===== config.mk =====
export PLATFORM = sky130hd
export DESIGN_NAME = l_output_credit_ctrl_flat
export DESIGN_NICKNAME = d
export VERILOG_FILES = /design/src/rtl/noc_rr_pkg.sv /design/src/rtl/l_output_credit_ctrl_if.sv /design/src/rtl/noc_credit_counter.sv /design/src/rtl/l_output_credit_ctrl.sv /design/src/flat_wrapper.sv
export SDC_FILE = /design/constraint.sdc
export NUM_CORES = 1
export LEC_CHECK = 0
export CORE_UTILIZATION = 40
export DETAILED_ROUTE_END_ITERATION = 6
export PLACE_DENSITY = 0.75
export SYNTH_ARGS = -nofsm -noshare
export SYNTH_HDL_FRONTEND = slang
export SYNTH_HIERARCHICAL = 1
export SYNTH_SLANG_ARGS = --single-unit
export TNS_END_PERCENT = 10

===== constraint.sdc =====
create_clock -name clk -period 4.05 [get_ports clk]
set_input_delay 0.6075 -clock clk [delete_from_list [all_inputs] [get_ports clk]]
set_output_delay 0.6075 -clock clk [all_outputs]
set_load 0.02 [all_outputs]

===== src/rtl/noc_rr_pkg.sv =====
// Shared NoC router types: port encodings, lock FSM states,
// default widths and the grant-to-port decoder.
package noc_rr_pkg;

  typedef enum logic [2:0] {
    PORT_N    = 3'd0,
    PORT_S    = 3'd1,
    PORT_W    = 3'd2,
    PORT_E    = 3'd3,
    PORT_L    = 3'd4,
    PORT_NONE = 3'd7
  } port_e;

  typedef enum logic {
    LOCK_IDLE   = 1'b0,
    LOCK_LOCKED = 1'b1
  } lock_state_e;

  localparam int DEF_FLIT_W       = 32;
  localparam int DEF_CREDIT_DEPTH = 4;

  // grant bits ordered {e, w, s, n}; non-one-hot maps to NONE
  function automatic port_e grant_to_port(
    input logic [3:0] gnt
  );
    port_e p;
    p = PORT_NONE;
    if ($onehot(gnt)) begin
      unique case (1'b1)
        gnt[0]:  p = PORT_N;
        gnt[1]:  p = PORT_S;
        gnt[2]:  p = PORT_W;
        gnt[3]:  p = PORT_E;
        default: p = PORT_NONE;
      endcase
    end
    return p;
  endfunction

endpackage


===== src/rtl/l_output_credit_ctrl_if.sv =====
// Arbiter/crossbar/NI-facing bundle of the L output controller.
// slave = the controller, master = its environment.
interface l_output_credit_ctrl_if #(
  parameter int FLIT_W = noc_rr_pkg::DEF_FLIT_W
);

  logic              grant_n_i;
  logic              grant_s_i;
  logic              grant_w_i;
  logic              grant_e_i;
  logic [FLIT_W-1:0] xbar_flit_i;
  logic              xbar_head_i;
  logic              xbar_tail_i;
  logic              ni_credit_return_i;

  logic [FLIT_W-1:0] l_flit_o;
  logic              l_valid_o;
  logic              downstream_credit_o;
  logic              change_order_o;
  logic              locked_o;
  logic [2:0]        lock_src_o;
  logic              err_o;

  modport slave (
    input  grant_n_i,
    input  grant_s_i,
    input  grant_w_i,
    input  grant_e_i,
    input  xbar_flit_i,
    input  xbar_head_i,
    input  xbar_tail_i,
    input  ni_credit_return_i,
    output l_flit_o,
    output l_valid_o,
    output downstream_credit_o,
    output change_order_o,
    output locked_o,
    output lock_src_o,
    output err_o
  );

  modport master (
    output grant_n_i,
    output grant_s_i,
    output grant_w_i,
    output grant_e_i,
    output xbar_flit_i,
    output xbar_head_i,
    output xbar_tail_i,
    output ni_credit_return_i,
    input  l_flit_o,
    input  l_valid_o,
    input  downstream_credit_o,
    input  change_order_o,
    input  locked_o,
    input  lock_src_o,
    input  err_o
  );

endinterface


===== src/rtl/noc_credit_counter.sv =====
// Saturating downstream credit counter, reset to full depth.
// Shared by all router output controllers.
module noc_credit_counter
  import noc_rr_pkg::*;
#(
  parameter int CREDIT_DEPTH = DEF_CREDIT_DEPTH
) (
  input  logic clk,
  input  logic rst,
  input  logic i_dec,
  input  logic i_inc,
  output logic [$clog2(CREDIT_DEPTH+1)-1:0] o_count,
  output logic o_nonzero,
  output logic o_overflow
);

  localparam int CNT_W = $clog2(CREDIT_DEPTH + 1);
  localparam logic [CNT_W-1:0] MAX = CNT_W'(CREDIT_DEPTH);

  logic [CNT_W-1:0] r_count;
  logic             w_at_max;
  logic             w_at_zero;

  assign w_at_max  = (r_count == MAX);
  assign w_at_zero = (r_count == '0);

  // simultaneous inc and dec cancel out
  always_ff @(posedge clk or posedge rst) begin
    if (rst) begin
      r_count <= MAX;
    end else if (i_dec && !i_inc && !w_at_zero) begin
      r_count <= r_count - 1'b1;
    end else if (i_inc && !i_dec && !w_at_max) begin
      r_count <= r_count + 1'b1;
    end
  end

  assign o_count    = r_count;
  assign o_nonzero  = !w_at_zero;
  assign o_overflow = i_inc && !i_dec && w_at_max;

endmodule


===== src/rtl/l_output_credit_ctrl.sv =====
// L output port controller: flit register, credits, packet lock.
// Optional L_CREDIT_EARLY_RETURN_EN lets a same-cycle NI return act as credit.
module l_output_credit_ctrl
  import noc_rr_pkg::*;
#(
  parameter int FLIT_W       = DEF_FLIT_W,
  parameter int CREDIT_DEPTH = DEF_CREDIT_DEPTH
) (
  input  logic clk,
  input  logic reset,
  l_output_credit_ctrl_if.slave io
);

  localparam int CNT_W = $clog2(CREDIT_DEPTH + 1);

  localparam logic [0:0] S_IDLE   = LOCK_IDLE;
  localparam logic [0:0] S_LOCKED = LOCK_LOCKED;

  logic [FLIT_W-1:0] r_flit;
  logic              r_valid;
  logic              r_chg;
  logic [0:0]        r_state;
  port_e             r_lock_src;
  logic              r_err;

  logic [3:0]        w_gnt;
  logic              w_any;
  logic              w_one;
  port_e             w_src;
  logic              w_legal;
  logic              w_early_ret;
  logic              w_credit_ok;
  logic              w_send;
  logic              w_head_err;
  logic              w_err_set;
  logic [CNT_W-1:0]  w_count;
  logic              w_nonzero;
  logic              w_overflow;
  logic              w_at_zero;
  logic [0:0]        w_state_nxt;
  port_e             w_src_nxt;
  logic              w_chg;

  noc_credit_counter #(
    .CREDIT_DEPTH (CREDIT_DEPTH)
  ) u_cnt (
    .clk        (clk),
    .rst        (reset),
    .i_dec      (w_send),
    .i_inc      (io.ni_credit_return_i),
    .o_count    (w_count),
    .o_nonzero  (w_nonzero),
    .o_overflow (w_overflow)
  );

  assign w_gnt = {io.grant_e_i, io.grant_w_i,
                  io.grant_s_i, io.grant_n_i};
  assign w_any = |w_gnt;
  assign w_one = $onehot(w_gnt);
  assign w_src = grant_to_port(w_gnt);

  assign w_legal = (r_state == S_IDLE) ||
                   (w_src == r_lock_src);

`ifdef L_CREDIT_EARLY_RETURN_EN
  assign w_early_ret = io.ni_credit_return_i;
`else
  assign w_early_ret = 1'b0;
`endif

  assign w_at_zero   = (w_count == '0);
  assign w_credit_ok = w_nonzero || w_early_ret;
  assign w_send      = w_one && w_legal && w_credit_ok;

  // a headless flit in IDLE is still forwarded, only flagged
  assign w_head_err = w_send && (r_state == S_IDLE) &&
                      !io.xbar_head_i;

  assign w_err_set = (w_any && !w_one) ||
                     (w_one && !w_legal) ||
                     (w_one && w_at_zero && !w_early_ret) ||
                     w_head_err ||
                     w_overflow;

  always_comb begin
    w_state_nxt = r_state;
    w_src_nxt   = r_lock_src;
    w_chg       = 1'b0;
    unique case (r_state)
      S_IDLE: begin
        if (w_send && io.xbar_head_i) begin
          if (io.xbar_tail_i) begin
            w_chg = 1'b1;
          end else begin
            w_state_nxt = S_LOCKED;
            w_src_nxt   = w_src;
          end
        end
      end
      S_LOCKED: begin
        if (w_send && io.xbar_tail_i) begin
          w_state_nxt = S_IDLE;
          w_src_nxt   = PORT_NONE;
          w_chg       = 1'b1;
        end
      end
      default: begin
        w_state_nxt = S_IDLE;
        w_src_nxt   = PORT_NONE;
      end
    endcase
  end

  always_ff @(posedge clk or posedge reset) begin
    if (reset) begin
      r_flit     <= '0;
      r_valid    <= 1'b0;
      r_chg      <= 1'b0;
      r_state    <= S_IDLE;
      r_lock_src <= PORT_NONE;
      r_err      <= 1'b0;
    end else begin
      r_valid    <= w_send;
      r_chg      <= w_chg;
      r_state    <= w_state_nxt;
      r_lock_src <= w_src_nxt;
      r_err      <= r_err || w_err_set;
      if (w_send) begin
        r_flit <= io.xbar_flit_i;
      end
    end
  end

  assign io.l_flit_o            = r_flit;
  assign io.l_valid_o           = r_valid;
  assign io.change_order_o      = r_chg;
  assign io.locked_o            = (r_state == S_LOCKED);
  assign io.lock_src_o          = r_lock_src;
  assign io.err_o               = r_err;
  assign io.downstream_credit_o = w_credit_ok;

endmodule


===== src/flat_wrapper.sv =====
// flat-port wrapper written by rule: the top's interface ports become plain ports
module l_output_credit_ctrl_flat import noc_rr_pkg::*;
#(
  parameter int FLIT_W       = DEF_FLIT_W,
  parameter int CREDIT_DEPTH = DEF_CREDIT_DEPTH
)
  (clk, reset, io_grant_n_i, io_grant_s_i, io_grant_w_i, io_grant_e_i, io_xbar_flit_i, io_xbar_head_i, io_xbar_tail_i, io_ni_credit_return_i, io_l_flit_o, io_l_valid_o, io_downstream_credit_o, io_change_order_o, io_locked_o, io_lock_src_o, io_err_o);
  l_output_credit_ctrl_if #(.FLIT_W(FLIT_W)) io_i ();
  input  logic clk;
  input  logic reset;
  input wire logic [$bits(io_i.grant_n_i)-1:0] io_grant_n_i;
  input wire logic [$bits(io_i.grant_s_i)-1:0] io_grant_s_i;
  input wire logic [$bits(io_i.grant_w_i)-1:0] io_grant_w_i;
  input wire logic [$bits(io_i.grant_e_i)-1:0] io_grant_e_i;
  input wire logic [$bits(io_i.xbar_flit_i)-1:0] io_xbar_flit_i;
  input wire logic [$bits(io_i.xbar_head_i)-1:0] io_xbar_head_i;
  input wire logic [$bits(io_i.xbar_tail_i)-1:0] io_xbar_tail_i;
  input wire logic [$bits(io_i.ni_credit_return_i)-1:0] io_ni_credit_return_i;
  output wire logic [$bits(io_i.l_flit_o)-1:0] io_l_flit_o;
  output wire logic [$bits(io_i.l_valid_o)-1:0] io_l_valid_o;
  output wire logic [$bits(io_i.downstream_credit_o)-1:0] io_downstream_credit_o;
  output wire logic [$bits(io_i.change_order_o)-1:0] io_change_order_o;
  output wire logic [$bits(io_i.locked_o)-1:0] io_locked_o;
  output wire logic [$bits(io_i.lock_src_o)-1:0] io_lock_src_o;
  output wire logic [$bits(io_i.err_o)-1:0] io_err_o;
  assign io_i.grant_n_i = io_grant_n_i;
  assign io_i.grant_s_i = io_grant_s_i;
  assign io_i.grant_w_i = io_grant_w_i;
  assign io_i.grant_e_i = io_grant_e_i;
  assign io_i.xbar_flit_i = io_xbar_flit_i;
  assign io_i.xbar_head_i = io_xbar_head_i;
  assign io_i.xbar_tail_i = io_xbar_tail_i;
  assign io_i.ni_credit_return_i = io_ni_credit_return_i;
  assign io_l_flit_o = io_i.l_flit_o;
  assign io_l_valid_o = io_i.l_valid_o;
  assign io_downstream_credit_o = io_i.downstream_credit_o;
  assign io_change_order_o = io_i.change_order_o;
  assign io_locked_o = io_i.locked_o;
  assign io_lock_src_o = io_i.lock_src_o;
  assign io_err_o = io_i.err_o;
  l_output_credit_ctrl #(.FLIT_W(FLIT_W), .CREDIT_DEPTH(CREDIT_DEPTH)) u_core (.clk(clk), .reset(reset), .io(io_i));
endmodule

==> impl_metrics.py <==
metrics = {
    "clock_tree": {
        "cts_buffers": 5,
        "cts.sinks": 42,
        "cts_tree": "built",
        "cts_max_level": 2,
        "clk_pin_slew_ns": 0.08,
        "clock_latency_ns": 0.29,
        "clock_path_buffers": 2,
        "hold_buffers": 0,
        "cts-root-buf": "clkbuf_8",
    },
    "drt": {
        "drc": 0,
        "ant_nets": 0,
        "dr.first_iter.drc_count": 99,
        "wirelength_um": 4540,
        "dr.pass1.iters": 4,
        "avgRoutedWirePerCell_um": 13.9,
        "vias": 1616,
        "via_per_inst": 4.93,
    },
    "finish": {
        "drive_above_1_share_pct": 31.4,
        "insertedDiodeCount": 0,
        "fin_area_um2": 3180,
        "area_delta_synth_final_pct": 54.9,
        "final_util_pct": 66.0,
        "fin_nets": 306,
    },
    "yosys": {
        "yosysSeqAreaShare_pct": 51.5,
        "syn-cell-area_um2": 2050,
        "ys_warn_count": 6,
        "syn_nets": 203,
        "synth-seq-cells": 42,
        "synth_area_leader_cell": "dfrtp_1",
        "synth.area.top_cells": "dfrtp_1, mux2_2, dfstp_2, buf_12, inv_1",
        "synth.most_common_cell": "dfrtp_1",
        "syn_inst": 157,
        "synthTopCellsByCount": "dfrtp_1, mux2_2, inv_1",
        "ys.flop_type": "dfrtp_1",
        "synth-edff-count": 0,
        "synth_top_area_share_pct": 46.3,
        "synth.avg_cell_area_um2": 13.1,
        "synth_cell_types": 42,
        "async_reset_ff_share_pct": 100,
    },
    "outcome": {
        "status": "finished with violations",
        "violations": "negative setup slack",
    },
    "place": {
        "place_area_um2": 3010,
        "gp_congestion": 0.885,
        "portBuffers": 80,
        "place_ws_ns": -1.04,
        "post-dp-hpwl_um": 3410,
    },
    "sta": {
        "hold_viol": 0,
        "period_minus_slack_ns": 4.08,
        "postLayoutSetupSlackWorst_ns": -0.0350,
        "slew_viol_final": 0,
        "min_period_over_period_pct": 101,
        "holdWs_ns": 0.497,
        "tightest_slew_ns": 0.959,
        "setup_violations": 1,
        "slew_headroom_pct": 36.0,
        "fmax_ghz": 0.245,
        "rsz0062_at_grt": "true",
        "fin_skew_ns": 0.00607,
    },
    "critical_path": {
        "reg2reg_slack_ns": 1.40,
        "r2r_start": "u_core/u_cnt/o_count[2]",
        "reg2reg_depth": 9,
        "critPathKind": "in2reg",
        "arrival_ns": 4.29,
        "cp-start-kind": "input port",
        "crit_start": "io_grant_n_i",
        "required_ns": 4.26,
        "rr_endpoint": "u_core/u_cnt/o_count[2]",
        "endpoint_kind": "flip-flop",
        "worstPathMaxFanout": 2,
        "endpoint": "u_core/u_cnt/o_count[2]",
    },
    "die": {
        "start_util_pct": 42.6,
        "ios": 81,
        "rows": 25,
        "die_w_um": 73.6,
        "core_um2": 4820,
        "die_h_um": 73.6,
        "die_area_um2": 5420,
    },
    "power_and_ir_drop": {
        "ir_drop_uv": 443,
        "power_density_nw_per_um2": 721,
        "p_leak_nw": 1.33,
    },
    "global_route": {
        "grt_usage_pct": 17.9,
        "grt-ovfl-total": 0,
        "grt_max_degree": 35,
        "grt_pass1_vias": 1641,
        "antenna_found_initial": 0,
        "grt_pass1_wl_um": 7240,
    },
    "hold_path": {
        "hold_path_class": "reg2reg",
        "hp-start": "u_core/io.l_flit_o[5]",
    },
    "flow_run": {
        "maxCapViolCount": 0,
    },
}
==> metal layers <==
layer | track usage, % | wire, µm | vias up
met4 | 5.13 | 31 | 0
met3 | 6.04 | 265 | 2
met5 | 0 | 0 | -
met1 | 20.2 | 1820 | 795
met2 | 31.8 | 2420 | 48
li1 | - | - | 771
==> metrics by stage <==
stage | setup TNS [ns] | power [mW] | std cells
after floorplan | -0.597 | 1.44 | 157
after global placement | -16.24 | 1.92 | 314
after detailed placement | -17.86 | 1.95 | 314
after CTS | -0.0424 | 2.32 | 328
after global routing | -0.120 | 2.43 | 328
final | -0.0350 | 2.29 | 328
==> state kept, by name, indices dropped and copies added (netlist names) <==
signal                    flops
u_core/io.err_o               1
u_core/io.locked_o            1
u_core/u_cnt/o_count          3
u_core/io.lock_src_o          3
u_core/io.l_valid_o           1
u_core/io.l_flit_o           32
u_core/io.change_order_o      1
==> cells by family (layout without fill, tap and decap cells) <==
logic type	count (synthesis)	count (layout)	synth area share (%)
DFF	42	42	51.5
muxes	33	33	18.7
and+or+nand+nor	30	30	8.90
AOI/OAI and AO/OA	26	26	8.66
buffers and inverters	17	121	5.91
adders and majority gates	5	5	3.78
xor gates and xnor gates	4	4	2.62
==> repair_timing <==
action	CTS	global route
setup buffers	6	0
resized for setup	18	1
endpoints found under the setup margin	36	1
pin swaps	7	0
==> final cells by class <==
cell class / count / area [µm²]
fillers: 397 / 1640
flip-flops and latches: 42 / 1060
well taps: 67 / 83.8
clock buffers: 6 / 72.6
repair buffers: 101 / 966
inverters: 12 / 62.6
clock inverters: 2 / 37.5
multi-input cells: 98 / 900
==> cells in the final DEF, fill, tap and decap left out, types with 2 or more instances in the layout <==
cell             instances
a21oi_1                  3
a22oi_1                  3
buf_4                   21
buf_6                    2
clkbuf_8                 5
clkdlybuf4s50_1         77
dfrtp_1                 38
dfstp_2                  4
inv_1                    8
inv_8                    2
mux2_2                  31
nand2_1                  6
nand2b_1                 3
nor2_1                   7
nor3b_1                  2
nor4_1                   2
o211ai_1                 2
o21ai_0                  7
o21ai_1                  2
o31a_1                   2
xor2_1                   2
==> power by group <==
part	leakage, nW	switching (mW)	internal, mW	total [mW]
combinational	0.790	0.550	0.656	1.21
sequential	0.493	0.125	0.634	0.759
clock	0.0514	0.143	0.184	0.326
==> critical path: stages <==
cell	delay (ns)
buf_6	0.07
inv_4	0.03
fa_1	0.52
inv_1	0.04
ha_2	0.19
ha_4	0.21
or3b_4	0.39
or4_4	0.47
xnor2_4	0.16
a211o_4	0.37
inv_8	0.05
nand3b_1	0.09
fa_2	0.36
and2b_1	0.21
o21ai_1	0.06
mux4_2	0.46
==> worst min path at each step <==
stage / to / slack [ns] / cells after the start
floorplan: u_core/u_cnt/o_count[0] / 0.36 / 1
global placement: u_core/io.l_flit_o[5] / 0.48 / 1
detailed placement: u_core/io.l_flit_o[5] / 0.49 / 1
CTS: u_core/io.l_flit_o[5] / 0.50 / 1
global route: u_core/u_cnt/o_count[1] / 0.51 / 2
finish: u_core/io.l_flit_o[5] / 0.50 / 1
(Power assumes the default switching activity.)
